<file path="config.mk">
export PLATFORM = sky130hd
export DESIGN_NAME = io_input_conditioner
export DESIGN_NICKNAME = d
export VERILOG_FILES = /design/src/rtl/io_input_conditioner.sv
export SDC_FILE = /design/constraint.sdc
export NUM_CORES = 2
export LEC_CHECK = 0
export CAP_MARGIN = 25
export CORE_MARGIN = 2
export CORE_UTILIZATION = 45
export CTS_BUF_LIST = sky130_fd_sc_hd__clkbuf_8
export DETAILED_ROUTE_END_ITERATION = 16
export GPL_TIMING_DRIVEN = 0
export PLACE_DENSITY = 0.72
export SYNTH_ARGS = -nofsm -noshare
export SYNTH_HDL_FRONTEND = slang
export SYNTH_SLANG_ARGS = --single-unit
</file>
<file path="constraint.sdc">
create_clock -name i_clk -period 4.6 [get_ports i_clk]
set_input_delay 0.92 -clock i_clk [delete_from_list [all_inputs] [get_ports i_clk]]
set_output_delay 0.92 -clock i_clk [all_outputs]
set_load 0.005 [all_outputs]
</file>
<file path="src/rtl/io_input_conditioner.sv">
// Board switch/button conditioner: 2-flop synchronizer plus per-bit debounce
// counter, producing stable levels and one-cycle change pulses for the LSU.
module io_input_conditioner #(
   parameter int unsigned SW_DB_CYCLES  = 500000,
   parameter int unsigned BTN_DB_CYCLES = 500000,
   parameter logic [31:0] SW_RST_VAL    = 32'h0000_0000,
   parameter logic [3:0]  BTN_RST_VAL   = 4'hF
) (
   input  logic        i_clk,
   input  logic        i_rst,
   input  logic [31:0] i_sw_raw,
   input  logic [3:0]  i_btn_raw,
   output logic [31:0] o_io_sw,
   output logic [3:0]  o_io_btn,
   output logic [3:0]  o_btn_edge,
   output logic        o_sw_chg
);

   localparam int unsigned SW_W   = 32;
   localparam int unsigned BTN_W  = 4;
   localparam int unsigned SW_CW  = $clog2(SW_DB_CYCLES + 1);
   localparam int unsigned BTN_CW = $clog2(BTN_DB_CYCLES + 1);
   localparam logic [SW_CW-1:0]  SW_CNT_MAX  = SW_CW'(SW_DB_CYCLES - 1);
   localparam logic [BTN_CW-1:0] BTN_CNT_MAX = BTN_CW'(BTN_DB_CYCLES - 1);

   logic [SW_W-1:0]   sw_s1_q, sw_s2_q, sw_q, sw_upd_c;
   logic [BTN_W-1:0]  btn_s1_q, btn_s2_q, btn_q, btn_upd_c;
   logic [SW_CW-1:0]  sw_cnt_q  [SW_W];
   logic [SW_CW-1:0]  sw_cnt_d  [SW_W];
   logic [BTN_CW-1:0] btn_cnt_q [BTN_W];
   logic [BTN_CW-1:0] btn_cnt_d [BTN_W];
   logic [BTN_W-1:0]  btn_edge_q;
   logic              sw_chg_q;

   // Debounce next state: count while synchronized level differs, accept at N-1.
   always_comb begin
      sw_upd_c  = '0;
      btn_upd_c = '0;
      for (int i = 0; i < int'(SW_W); i++) begin
         sw_cnt_d[i] = '0;
         if (sw_s2_q[i] != sw_q[i]) begin
            if (sw_cnt_q[i] == SW_CNT_MAX) sw_upd_c[i] = 1'b1;
            else                           sw_cnt_d[i] = sw_cnt_q[i] + SW_CW'(1);
         end
      end
      for (int i = 0; i < int'(BTN_W); i++) begin
         btn_cnt_d[i] = '0;
         if (btn_s2_q[i] != btn_q[i]) begin
            if (btn_cnt_q[i] == BTN_CNT_MAX) btn_upd_c[i] = 1'b1;
            else                             btn_cnt_d[i] = btn_cnt_q[i] + BTN_CW'(1);
         end
      end
   end

   // An accepted update always flips the bit, since s2 differed from stable.
   always_ff @(posedge i_clk) begin
      if (i_rst) begin
         sw_s1_q    <= SW_RST_VAL;
         sw_s2_q    <= SW_RST_VAL;
         sw_q       <= SW_RST_VAL;
         btn_s1_q   <= BTN_RST_VAL;
         btn_s2_q   <= BTN_RST_VAL;
         btn_q      <= BTN_RST_VAL;
         sw_cnt_q   <= '{default: '0};
         btn_cnt_q  <= '{default: '0};
         btn_edge_q <= '0;
         sw_chg_q   <= 1'b0;
      end else begin
         sw_s1_q    <= i_sw_raw;
         sw_s2_q    <= sw_s1_q;
         sw_q       <= sw_q ^ sw_upd_c;
         btn_s1_q   <= i_btn_raw;
         btn_s2_q   <= btn_s1_q;
         btn_q      <= btn_q ^ btn_upd_c;
         sw_cnt_q   <= sw_cnt_d;
         btn_cnt_q  <= btn_cnt_d;
         btn_edge_q <= btn_upd_c;
         sw_chg_q   <= |sw_upd_c;
      end
   end

   assign o_io_sw    = sw_q;
   assign o_io_btn   = btn_q;
   assign o_btn_edge = btn_edge_q;
   assign o_sw_chg   = sw_chg_q;

endmodule

</file>
==> metrics.txt <==
outcome finished clean; first-pass GRT wire length 116 mm; DR WL/cell roughly 13 µm; most frequent cells in the layout nor2_1, dfxtp_1, xor2_1; # IOs 79; DRT iter0 DRCs ~1,300; Post-route DRC 0; Syn Inst Count 3,781; Setup Fix Bufs, Post-CTS 0; Placement Rows about 100; Root Driver clkbuf_8; CP endpoint kind flop; Initial Util 0.456; Layout Area Growth over Synthesis 14.8%; total core area between 70,000 and 80,000 µm²; post-synth top area share 0.478; Hold Path Class reg2reg; mapped cell area roughly 33,000 µm²; Syn. warnings 0; initial antenna violation count 6; maximum vdd drop ~0.19 mV; Crit-path slowest cell clkbuf_1; crit-path max FO 10; worst skew pair latency between 700 and 800 ps; CP cell instances clkbuf_1 -> buf_8 -> buf_6 -> clkbuf_1 -> clkbuf_1 -> clkbuf_1 -> buf_8 -> nor2_1; Async SR Flop Fraction 0; port buffer count between 70 and 80; CTS tree done; RSZ-0062 raised after global routing no; CTS Sinks 797; gr usage total 0.180; GPL Wtd Cong 0.807; P per Cell Area between 300 and 400 nW/µm²; max cap viols 0; most used cell, CP clkbuf_1; Yosys cell types 50; mean post-synth cell area about 9 µm²; crit path DAT 3610 ps; pin count of the biggest net entering global routing 17; H-Tree Depth 4; final net count 4,080; Period minus WS final ~3000 ps; CTS buffer count approximately 140; ANT nets after route 0; Slew Limit Fails 0; setup TNS 0 ps; final hold violations 0; register area share after synthesis 0.478; CP Class in2reg; Slew HR 0.277; leakage power 12.3 nW; GRT overflow 0; vias in the first global route between 20,000 and 25,000; router iterations before antenna repair 5; final setup violation count 0; area leader, netlist dfxtp_1; HPWL Detailed roughly 47 mm; vias per inst 5.00; #FFs+latches synth 797; Resized cells post-CTS 0; fmax 0.337 GHz; fin crit share 0.646; Area contributors post-synth dfxtp_1, nor2_1, xor2_1; chip width 276 µm; number of enable flip-flop cells after synthesis 0; worst hold slack 408 ps; Max stage delay on crit path 750 ps; via count between 20,000 and 30,000; Clk pin slew, worst setup/hold paths ~60 ps; Post-Route WL 68.0 mm; die height between 200 and 300 µm; CTS max path bufs 3; die area about 76,000 µm²; post-synth net total slightly below 4,000; Worst EP required about 5200 ps; CP Launch Type input pin; Top FF cell, synth dfxtp_1; clk_skew ~32 ps; commonest non-fill, non-tap cell in the layout nor2_1; cts hold-fix bufs 0; Slew @ Worst Pin around 1100 ps; layout cells sized above 1 0.0650
[cell families after synthesis]
family | count (synthesis) | synth area share
DFF | 797 | 0.478
and+or+nand+nor | 2044 | 0.302
adders and majority gates | 36 | 0.0135
buffers and inverters | 169 | 0.0200
muxes | 31 | 0.00930
xor gates and xnor gates | 614 | 0.161
AOI/OAI and AO/OA | 90 | 0.0156
[worst max-delay path, delay by kind of cell]
family | cells | cell delay [ps]
buffers and inverters | 7 | 2610
AND/OR/NAND/NOR | 1 | 70
[path summary, 6_finish.rpt]
kind                           startpoint                endpoint  slack (ps)  cells past startpoint
hold / removal     btn_s1_q[2]$_SDFF_PP1_  btn_s2_q[2]$_SDFF_PP1_         410                      1
hold reg to reg    btn_s1_q[2]$_SDFF_PP1_  btn_s2_q[2]$_SDFF_PP1_         410                      1
setup reg to reg  sw_cnt_q[38]$_SDFF_PP0_     o_sw_chg$_SDFF_PP0_        1760                      7
setup / recovery                    i_rst                    flop        1630                      8
[synth_stat cells (all sizes together) (19+ instances only)]
cell    number
nor4bb      27
xnor2      258
nand3      243
nand2b      19
o21ai       36
nor4        54
nor4b       35
inv         75
nand2      268
nand4      122
and4        55
ha          36
a21oi       36
dfxtp      797
xor2       356
and3        86
or2         22
mux2i       31
nor2b       78
clkbuf      76
nor3        59
nor2       851
or3         62
[where the power goes]
| group | switching (mW) | leakage [nW] | total, mW | internal [mW] |
|---|---|---|---|---|
| sequential | 0.0232 | 6.44 | 6.97 | 6.95 |
| combinational | 0.132 | 4.32 | 0.215 | 0.0836 |
| clock | 2.85 | 1.59 | 6.43 | 3.58 |
[final cells by class]
class,instances,area (µm²)
Inverter,75,282
Clock buffer,174,2390
Multi-Input combinational cell,2815,16700
Antenna cell,4,10.0
Sequential cell,797,16000
Fill cell,6693,34900
Buffer,94,385
Timing Repair Buffer,86,915
Tap cell,959,1200
Clock inverter,65,409
[routing by layer]
metal / up-vias / share of wire / GRT usage
met1: 11700 / 0.48 / 0.232
li1: 13100 / - / -
met4: 2 / 0.027 / 0.0712
met3: 131 / 0.043 / 0.0405
met5: - / 0.00024 / 0
met2: 334 / 0.45 / 0.292
[per-stage QoR]
step / utilization / setup slack [ps] / cells / power [mW] / instance area (µm²)
2_1_floorplan: - / 2280 / 3781 / 7.21 / 33400
3_3_place_gp: 0.483 / 227 / 4817 / 7.32 / 35300
3_5_place_dp: 0.485 / 797 / 4826 / 7.34 / 35500
4_1_cts: 0.523 / 1610 / 5065 / 13.8 / 38300
5_1_grt: 0.523 / 1450 / 5067 / 14.2 / 38300
6_report: 0.523 / 1630 / 5069 / 13.6 / 38300
[flip-flops by register name (all words and copies together) (netlist names), named ones only]
register and count:
sw_s1_q 32, sw_s2_q 32, btn_s2_q 4, btn_s1_q 4, o_btn_edge 4, btn_cnt_q 76, o_sw_chg 1, sw_cnt_q 608
Power figures use the tool's default switching activity.
